===== src/rtl/pri_decode38.sv =====
// Sequential 3-to-8 decoder with mask accumulator: ORs one-hot decodes of a
// serialized {idc, code} stream and presents the rebuilt mask per group.
module pri_decode38 (
    input  logic       clk,
    input  logic       rst_n,
    input  logic       en,
    input  logic       in_valid,
    output logic       in_ready,
    input  logic [2:0] in_code,
    input  logic       in_idc,
    input  logic       in_last,
    output logic       out_valid,
    input  logic       out_ready,
    output logic [7:0] out_mask,
    output logic [7:0] out_onehot,
    output logic [3:0] out_count,
    output logic       out_dup
);

    typedef enum logic [0:0] {
        ST_ACC = 1'b0,
        ST_OUT = 1'b1
    } state_t;

    state_t     state_q, state_d;
    logic [7:0] mask_q, mask_d;
    logic       dup_q, dup_d;
    logic [7:0] out_mask_q, out_mask_d;
    logic [7:0] out_onehot_q, out_onehot_d;
    logic [3:0] out_count_q, out_count_d;
    logic       out_dup_q, out_dup_d;

    logic [7:0] onehot_s;
    logic [7:0] new_mask_s;
    logic       new_dup_s;
    logic       accept_s;

    function automatic logic [3:0] popcount8(input logic [7:0] v);
        logic [3:0] c;
        c = 4'd0;
        for (int i = 0; i < 8; i++) begin
            c = c + {3'd0, v[i]};
        end
        return c;
    endfunction

    // Handshake signals depend only on state and en, never on in_valid.
    always_comb begin
        in_ready  = (state_q == ST_ACC) && en;
        out_valid = (state_q == ST_OUT);
        accept_s  = in_valid && in_ready;
    end

    // Decode of the current beat and its effect on the accumulators.
    always_comb begin
        if (in_idc) begin
            onehot_s = 8'h01 << in_code;
        end else begin
            onehot_s = 8'h00;
        end
        new_mask_s = mask_q | onehot_s;
        new_dup_s  = dup_q | (|(mask_q & onehot_s));
    end

    // Next-state and result-capture logic.
    always_comb begin
        state_d      = state_q;
        mask_d       = mask_q;
        dup_d        = dup_q;
        out_mask_d   = out_mask_q;
        out_onehot_d = out_onehot_q;
        out_count_d  = out_count_q;
        out_dup_d    = out_dup_q;
        case (state_q)
            ST_ACC: begin
                if (accept_s) begin
                    mask_d = new_mask_s;
                    dup_d  = new_dup_s;
                    if (in_last) begin
                        out_mask_d   = new_mask_s;
                        out_onehot_d = onehot_s;
                        out_count_d  = popcount8(new_mask_s);
                        out_dup_d    = new_dup_s;
                        state_d      = ST_OUT;
                    end else begin
                        state_d = ST_ACC;
                    end
                end else begin
                    state_d = ST_ACC;
                end
            end
            ST_OUT: begin
                // Result stays frozen until consumed; accumulators clear on handshake.
                if (out_ready) begin
                    mask_d  = 8'h00;
                    dup_d   = 1'b0;
                    state_d = ST_ACC;
                end else begin
                    state_d = ST_OUT;
                end
            end
            default: begin
                state_d = ST_ACC;
                mask_d  = 8'h00;
                dup_d   = 1'b0;
            end
        endcase
    end

    // State, accumulator and result registers.
    always_ff @(posedge clk or negedge rst_n) begin
        if (!rst_n) begin
            state_q      <= ST_ACC;
            mask_q       <= 8'h00;
            dup_q        <= 1'b0;
            out_mask_q   <= 8'h00;
            out_onehot_q <= 8'h00;
            out_count_q  <= 4'd0;
            out_dup_q    <= 1'b0;
        end else begin
            state_q      <= state_d;
            mask_q       <= mask_d;
            dup_q        <= dup_d;
            out_mask_q   <= out_mask_d;
            out_onehot_q <= out_onehot_d;
            out_count_q  <= out_count_d;
            out_dup_q    <= out_dup_d;
        end
    end

    assign out_mask   = out_mask_q;
    assign out_onehot = out_onehot_q;
    assign out_count  = out_count_q;
    assign out_dup    = out_dup_q;

endmodule


===== config.mk =====
export PLATFORM = sky130hd
export DESIGN_NAME = pri_decode38
export DESIGN_NICKNAME = d
export VERILOG_FILES = /design/src/rtl/pri_decode38.sv
export SDC_FILE = /design/constraint.sdc
export NUM_CORES = 1
export LEC_CHECK = 0
export CORE_MARGIN = 2
export CORE_UTILIZATION = 54
export DETAILED_ROUTE_END_ITERATION = 8
export PLACE_DENSITY = 0.85
export SYNTH_ARGS = -nofsm -noshare
export SYNTH_HDL_FRONTEND = slang
export SYNTH_SLANG_ARGS = --single-unit

===== constraint.sdc =====
create_clock -name clk -period 4.95 [get_ports clk]
set_input_delay 0.99 -clock clk [delete_from_list [all_inputs] [get_ports clk]]
set_output_delay 0.99 -clock clk [all_outputs]
set_load 0.05 [all_outputs]

# Word level (Yosys, flattened, before mapping)
# Cells that the tools add are included.
totals:
  word_cells: 37
  out_inout_bits: 23
  in_bits: 10
  register_bits: 31
op_classes:
  n_addsub: 7
  n_reduce_logical: 5
  shift: 1
  n_eq_ne: 2
  mux: 11
  bitwise_logic: 4
ops:
  columns: ["cell", "n"]
  rows:
  - ["$mux 8", 3]
  - ["$add 4x1->4", 4]
  - ["$pmux 8 s2", 1]
  - ["$and 8x8->8", 1]
  - ["$or 8x8->8", 1]
  - ["$reduce_or 8->1", 1]
  - ["$shl 1x3->8 const A", 1]
  - ["$mux 1", 5]
  - ["$add 3x1->4", 1]
  - ["$ne 2x2->1 const B", 2]
  - ["$pmux 1 s2", 2]
  - ["$add 2x1->3", 1]
  - ["$reduce_and 3->1", 1]
  - ["$add 1x1->2", 1]
  - ["$logic_and 1x1->1", 2]
  - ["$reduce_and 2->1", 1]
  - ["$not 1->1", 1]
  - ["$or 1x1->1", 1]

# Logic depth before layout (Yosys ltp)
# Gate-level depths: netlist of the first run.
logic_depth:
  ltp_word: 10
  mapped_depth: 15
  ltp_nobuf: 14

# Worst setup path after synthesis of the first run
# Ideal clock, no wire load.
synth_timing:
  path_kind: "in2reg"
  start: "input port in_code[0]"
  end: "register out_count_q[2] (netlist: out_count[2])"
  stages: 14
  setup_time_ps: 83
  slack_ps: 965
  arrival_ps: 3902
  required_ps: 4867
  n_path_buf: 1
  path_cell_list: "clkbuf_8 > nor3_1 > nor2_1 > fa_1 > inv_1 > fa_1 > inv_1 > fa_1 > inv_1 > ha_1 > inv_1 > fa_1 > xor2_1 > o21ai_0"
synth_via:
  elab_chain_len: 10
synth_lines:
  columns: ["item", "line_no", "source"]
  rows:
  - ["start, declared", "9", "input logic [2:0] in_code,"]
  - ["$shl 1x3->8 (*)", "57", "onehot_s = 8'h01 << in_code;"]
  - ["$mux 8 (*)", "56", "if (in_idc) begin"]
  - ["$or 8x8->8 (*)", "61", "new_mask_s = mask_q | onehot_s;"]
  - ["$add 1x1->2", "42", "c = c + {3'd0, v[i]};"]
  - ["$add 2x1->3", "42", null]
  - ["$add 3x1->4", "42", null]
  - ["$add 4x1->4 (3 in a row)", "42", null]
  - ["$add 4x1->4 (*)", "42", null]
  - ["end signal, assigned", "126", "out_count_q <= out_count_d;"]
  - ["end, declared", "30", "logic [3:0] out_count_q, out_count_d;"]
# Every way passes the cells marked *; elsewhere a longest branch is shown, timed or not.
# A chain may end at the register's enable or synchronous reset.

# Final worst setup path of the first run
layout_timing:
  start: "input port in_code[2]"
  end: "register out_count_q[1] (netlist: out_count[1])"
# The elaborated chain is that of the path after synthesis.

==> results.yml, run 1 <==
logic_synthesis:
  synth.top_cell.area_share_pct: 48.44
  synth_commonest_cells: "dfrtp_1 (31), nand2_1 (21), o21ai_0 (16)"
  syn-num-nets: 161
  yosysTopAreaCell: "dfrtp_1"
  synthMuxAreaShare_pct: 5.859
  async_flop_share_pct: 100.0
  synth-adder-area-share_pct: 7.344
  synth_area_um2: 1602
  synth-seq-cells: 31
  synthTopCellsByArea: "dfrtp_1 (48%), fa_1 (5.0%), o21ai_0 (5.0%), mux2_2 (4.9%), nand2_1 (4.9%)"
  ys.flop_type: "dfrtp_1"
  synth_most_common_cell: "dfrtp_1"
  yosys.area_share.simple_pct: 19.53
  ys_seq_area_share_pct: 48.44
  yosysWarnings: 0
  avgSynthCellArea_um2: 11.12
  synth-xor-area-share_pct: 0.5469
  synth_edf_count: 0
  synth-compound-area-share_pct: 10.94
  ys_types: 38
  synth_top_family_by_area: "simple AND/OR/NAND/NOR gates"
  synth_cells: 144
run_status:
  status: "finished, final reports clean"
finish:
  antenna_cells: 0
  final_area_um2: 1979
  drive_above_1_share_pct: 15.47
  synthToLayoutAreaGrowth_pct: 23.59
  seq_area_um2: 775.7
  final.fill_count: 220
  fin_nets: 197
  multi_input_comb_area_um2: 708.2
clock_network:
  clock-sinks: 31
  hold_buffers: 0
  insertion_delay_ps: 340
  cts.clk_slew.worst_paths_ps: 100
  clockRootBuffer: "clkbuf_4"
  tritoncts: "done"
  cts-resized-gates: 0
  h-tree-depth: 2
  cts_buffers: 5
  post_cts_buffers: 0
  clockBufferDepth: 2
timing:
  slew_headroom_pct: 65.93
  min_period_over_period_pct: 87.17
  hold_ws_ps: 488.9
  worst_slack_ps: 635.2
  setup_violations: 0
  period_minus_slack_ps: 4315
  clock_skew_ps: 16.75
  worst-slew-pin-transition_ps: 509.5
  grt_setup_unrepaired: "no"
  fin_tns_setup_ps: 0
  max_freq_ghz: 0.2318
  slew_violations: 0
  hold_violations: 0
placement:
  placed_area_um2: 1911
  place_ws_ps: 280.4
  port_buffers: 32
  dpl.hpwl_um: 2347
  gp_congestion: 0.8341
global_routing:
  grt_pass1_wl_um: 5209
  grtUsageTotal_pct: 20.64
  grt_pass1_vias: 1090
  top_usage_layer: "met2"
  grt_util_met3_pct: 6.593
  overflow: 0
  antenna_found_initial: 0
  grt_max_degree: 36
  grt.met1_usage_pct: 25.99
  met2_usage_pct: 33.71
floorplanning:
  die_w_um: 58.46
  ios: 33
  dieArea_um2: 3418
  initial_utilization_pct: 57.58
  core_um2: 2781
  die_height_um: 58.46
  rows: 19
critical_path:
  worst_ep_required_time_ps: 5210
  crit_type: "in2reg"
  crit_path_start_kind: "input pin"
  startpoint: "in_code[2]"
  end_kind: "flop"
  rr_worst_depth: 12
  worstSetupEndpoint: "out_count[1]$_DFFE_PN0P_"
  r2r-start: "mask_q[3]$_DFFE_PN0P_"
  timing.rr.end: "out_count[2]$_DFFE_PN0P_"
  reg2reg_slack_ps: 1830
  crit_fanout: 3
  critPathArrivalTime_ps: 4570
pwr:
  power_density_nw_per_um2: 398.8
  peakVddDrop_v: 0.0003396
  leakagePower_nw: 0.9042
drt:
  dr.pass1.iters: 4
  viasPerCell: 5.476
  vias: 1161
  post_drt_wl_per_cell_um: 14.71
  antenna_left: 0
  remaining_drc_errors: 0
  wirelength_um: 3118
  drt-initial-drc-count: 42
hold_path:
  timing.hold.worst.class: "reg2reg"
job:
  drv_cap: 0
-- routing by layer --
layer / vias to the layer above / wire length [um]
met5: - / 0
met4: 0 / 29
met3: 5 / 167
met2: 33 / 1552
met1: 551 / 1368
li1: 572 / -
-- power by group --
group	total (mW)	switching, mW	internal (mW)
combinational	0.305	0.193	0.112
sequential	0.313	0.0220	0.291
clock	0.171	0.0876	0.0835
total	0.789	0.302	0.487
-- final cells by class --
type | count | area share [%]
multi-input cells | 97 | 35.78
clock buffers | 8 | 3.477
flip-flops and latches | 31 | 39.19
inverters | 8 | 1.517
well taps | 31 | 1.960
repair buffers | 37 | 18.08
-- state kept, by name, summed over array words and instances (netlist names) --
name / cells
dup_q: 1
out_onehot: 8
mask_q: 8
out_mask: 8
out_count: 4
out_dup: 1
out_valid: 1
-- cell usage in the layout (no fill, tap or decap), types with 4 or more instances in the layout --
cell type and instances:
fa_1 4, mux2_2 7, buf_4 5, clkdlybuf4s50_1 32, o21ai_0 16, inv_1 8
dfrtp_1 31, nand2_1 21, nand3b_1 4, clkbuf_4 5, a22o_1 4
-- worst min path at each step --
| stage | from | endpoint | cells past startpoint |
|---|---|---|---|
| after detailed placement | out_onehot[5]$_DFFE_PN0P_ | out_onehot[5]$_DFFE_PN0P_ | 2 |
| final | out_count[1]$_DFFE_PN0P_ | out_count[1]$_DFFE_PN0P_ | 2 |
| after floorplan | mask_q[6]$_DFFE_PN0P_ | mask_q[6]$_DFFE_PN0P_ | 2 |
| after global placement | out_count[1]$_DFFE_PN0P_ | out_count[1]$_DFFE_PN0P_ | 2 |
| after CTS | out_onehot[5]$_DFFE_PN0P_ | out_onehot[5]$_DFFE_PN0P_ | 2 |
| after global routing | out_onehot[3]$_DFFE_PN0P_ | out_onehot[3]$_DFFE_PN0P_ | 2 |
-- stage by stage --
| stage | power (mW) | util, % | std cells |
|---|---|---|---|
| 3_3_place_gp | 0.6128 | 68.69 | 204 |
| 2_1_floorplan | 0.5237 | - | 144 |
| 4_1_cts | 0.7935 | 71.17 | 212 |
| 6_report | 0.7894 | 71.17 | 212 |
| 5_1_grt | 0.8332 | 71.17 | 212 |
| 3_5_place_dp | 0.6276 | 68.69 | 204 |
-- worst max-delay path, cell delays in order --
cell and delay [ps]:
clkdlybuf4s50_1 420, nand2b_1 180, nor3_1 330, nor2_1 130
fa_1 550, inv_1 50, fa_1 470, inv_1 50
fa_1 520, inv_1 50, ha_1 180, inv_1 80
fa_1 410, o21ai_0 160
-- cells by family after synthesis --
logic type,count (synthesis)
adders and majority gates,7
xor gates and xnor gates,1
buffers and inverters,16
and+or+nand+nor,52
AOI/OAI and AO/OA,29
DFF,31
muxes,8
No activity file was read; power rests on OpenSTA's default activity.
==> run 2, diff against run 1 <==
--- a/config.mk
+++ b/config.mk
@@ -8,7 +8,9 @@
 export CORE_MARGIN = 2
 export CORE_UTILIZATION = 54
 export DETAILED_ROUTE_END_ITERATION = 8
-export PLACE_DENSITY = 0.85
+export GPL_TIMING_DRIVEN = 0
+export PLACE_DENSITY = 0.89
+export SKIP_CTS_REPAIR_TIMING = 1
 export SYNTH_ARGS = -nofsm -noshare
 export SYNTH_HDL_FRONTEND = slang
 export SYNTH_SLANG_ARGS = --single-unit
==> run 2 against run 1 <==
  * First-iteration DRC count shrank 19%
  * Global-route usage grew 2.4 points
  * Wire length grew 6.4%
  * Count of clock-buffer cells in the layout shrank 3
  * Utilization grew 1.2 points
  * Sequential power is essentially flat
  * Maximum frequency shrank 3.7%
  * Clock power shrank 14%
  * Critical endpoint is now out_count[2]$_DFFE_PN0P_
  * Largest cell class unchanged
  * Largest power group unchanged
==> results.yml, run 2 (synthesized netlist as in run 1, its figures left out) <==
finish:
  layoutNonFillerInstCount: 215
  layout_common_cells: "dfrtp_1 (31), clkdlybuf4s50_1 (31), nand2_1 (21)"
  final.fill_count: 216
  synthToLayoutAreaGrowth_pct: 25.70
  antenna_cells: 0
  fin_nets: 200
  drive_above_1_share_pct: 17.93
clock_network:
  clockRootBuffer: "clkbuf_4"
  h-tree-depth: 2
  tritoncts: "done"
  cts_buffers: 5
  insertion_delay_ps: 340
  clockBufferDepth: 2
  cts.clk_slew.worst_paths_ps: 90
  clock-sinks: 31
drt:
  vias: 1216
  viasPerCell: 5.656
  post_drt_wl_per_cell_um: 15.43
  antenna_left: 0
  wirelength_um: 3317
  drt-initial-drc-count: 34
  remaining_drc_errors: 0
  dr.pass1.iters: 4
global_routing:
  antenna_found_initial: 0
  overflow: 0
  grtUsageTotal_pct: 23.00
  grt_pass1_vias: 1274
  grt_max_degree: 32
  grt_pass1_wl_um: 5782
critical_path:
  rr_worst_depth: 12
  crit_fanout: 10
  reg2reg_slack_ps: 1820
  crit_type: "in2reg"
  end_kind: "flop"
  startpoint: "in_code[0]"
  timing.rr.end: "out_count[2]$_DFFE_PN0P_"
  worst_ep_required_time_ps: 5210
  critPathArrivalTime_ps: 4740
  r2r-start: "mask_q[1]$_DFFE_PN0P_"
  crit_path_start_kind: "input pin"
timing:
  worst-slew-pin-transition_ps: 654.0
  period_minus_slack_ps: 4481
  fin_tns_setup_ps: 0
  slew_headroom_pct: 56.40
  setup_violations: 0
  hold_violations: 0
  slew_violations: 0
  max_freq_ghz: 0.2232
  min_period_over_period_pct: 90.52
  clock_skew_ps: 18.28
  grt_setup_unrepaired: "no"
hold_path:
  hold_depth: 2
  hold_path_startpoint: "out_count[1]$_DFFE_PN0P_"
  hold_end: "out_count[1]$_DFFE_PN0P_"
  timing.hold.worst.class: "reg2reg"
pwr:
  peakVddDrop_v: 0.0003650
  power_density_nw_per_um2: 383.1
  leakagePower_nw: 0.9162
  p_total_uw: 771.3
placement:
  dpl.hpwl_um: 2499
  gp_congestion: 0.8122
  placed_cells: 207
  port_buffers: 32
floorplanning:
  core_um2: 2781
  ios: 33
  die_w_um: 58.46
  initial_utilization_pct: 57.58
  die_height_um: 58.46
  rows: 19
  dieArea_um2: 3418
run_status:
  status: "finished, final reports clean"
job:
  drv_cap: 0
-- run 2: how the worst max path moves through the flow --
stage | endpoint | slack (ps) | depth (start not counted)
final | out_count[2]$_DFFE_PN0P_ | 470 | 15
after floorplan | out_count[2]$_DFFE_PN0P_ | 970 | 14
after detailed placement | out_count[2]$_DFFE_PN0P_ | 130 | 15
after CTS | out_count[2]$_DFFE_PN0P_ | 470 | 15
after global placement | out_count[2]$_DFFE_PN0P_ | 190 | 15
after global routing | out_count[2]$_DFFE_PN0P_ | 260 | 15
-- run 2: final cells by class --
| class | instances | area [um2] | share of cell area, % |
|---|---|---|---|
| tap | 31 | 38.79 | 1.927 |
| timing repair buffer | 32 | 315.3 | 15.66 |
| sequential | 31 | 775.7 | 38.53 |
| multi-input combinational | 97 | 708.2 | 35.18 |
| inverter | 8 | 30.03 | 1.492 |
| clock buffer | 5 | 37.54 | 1.865 |
| clock inverter | 3 | 20.02 | 0.9944 |
| buffer | 8 | 87.58 | 4.351 |
-- run 2: layer usage --
metal / part of all wire, % / GRT usage [%] / vias to the layer above
li1: - / - / 574
met1: 43 / 27.79 / 586
met2: 49 / 37.08 / 50
met3: 6.5 / 7.033 / 6
met4: 1.5 / 11.96 / 0
met5: 0 / 0 / -
-- run 2: report_power, final --
part           total (mW)  internal (mW)  leakage, nW  switching, mW
sequential          0.314          0.291        0.418         0.0232
combinational       0.309          0.116        0.471          0.194
clock               0.147         0.0541       0.0272         0.0934
-- run 2: critical path, cell delays in order --
cell and delay [ps]:
clkdlybuf4s50_1 530, clkbuf_8 220, nor3_1 290, nor2_1 140, fa_1 550, inv_1 50
fa_1 470, inv_1 50, fa_1 470, inv_1 80, ha_1 160, inv_1 50
fa_1 380, xor2_1 150, o21ai_0 130
-- run 2: through the flow --
step                      utilization (%)  hold slack [ps]  cell area, um2  setup WS [ps]
after floorplan                         -            463.0            1602          965.4
after global placement              70.49            461.9            1961          185.5
after detailed placement            70.49            473.3            1961          131.5
after CTS                           72.56            494.7            2018          467.5
after global routing                72.38            524.1            2013          257.2
final                               72.38            487.6            2013          469.5
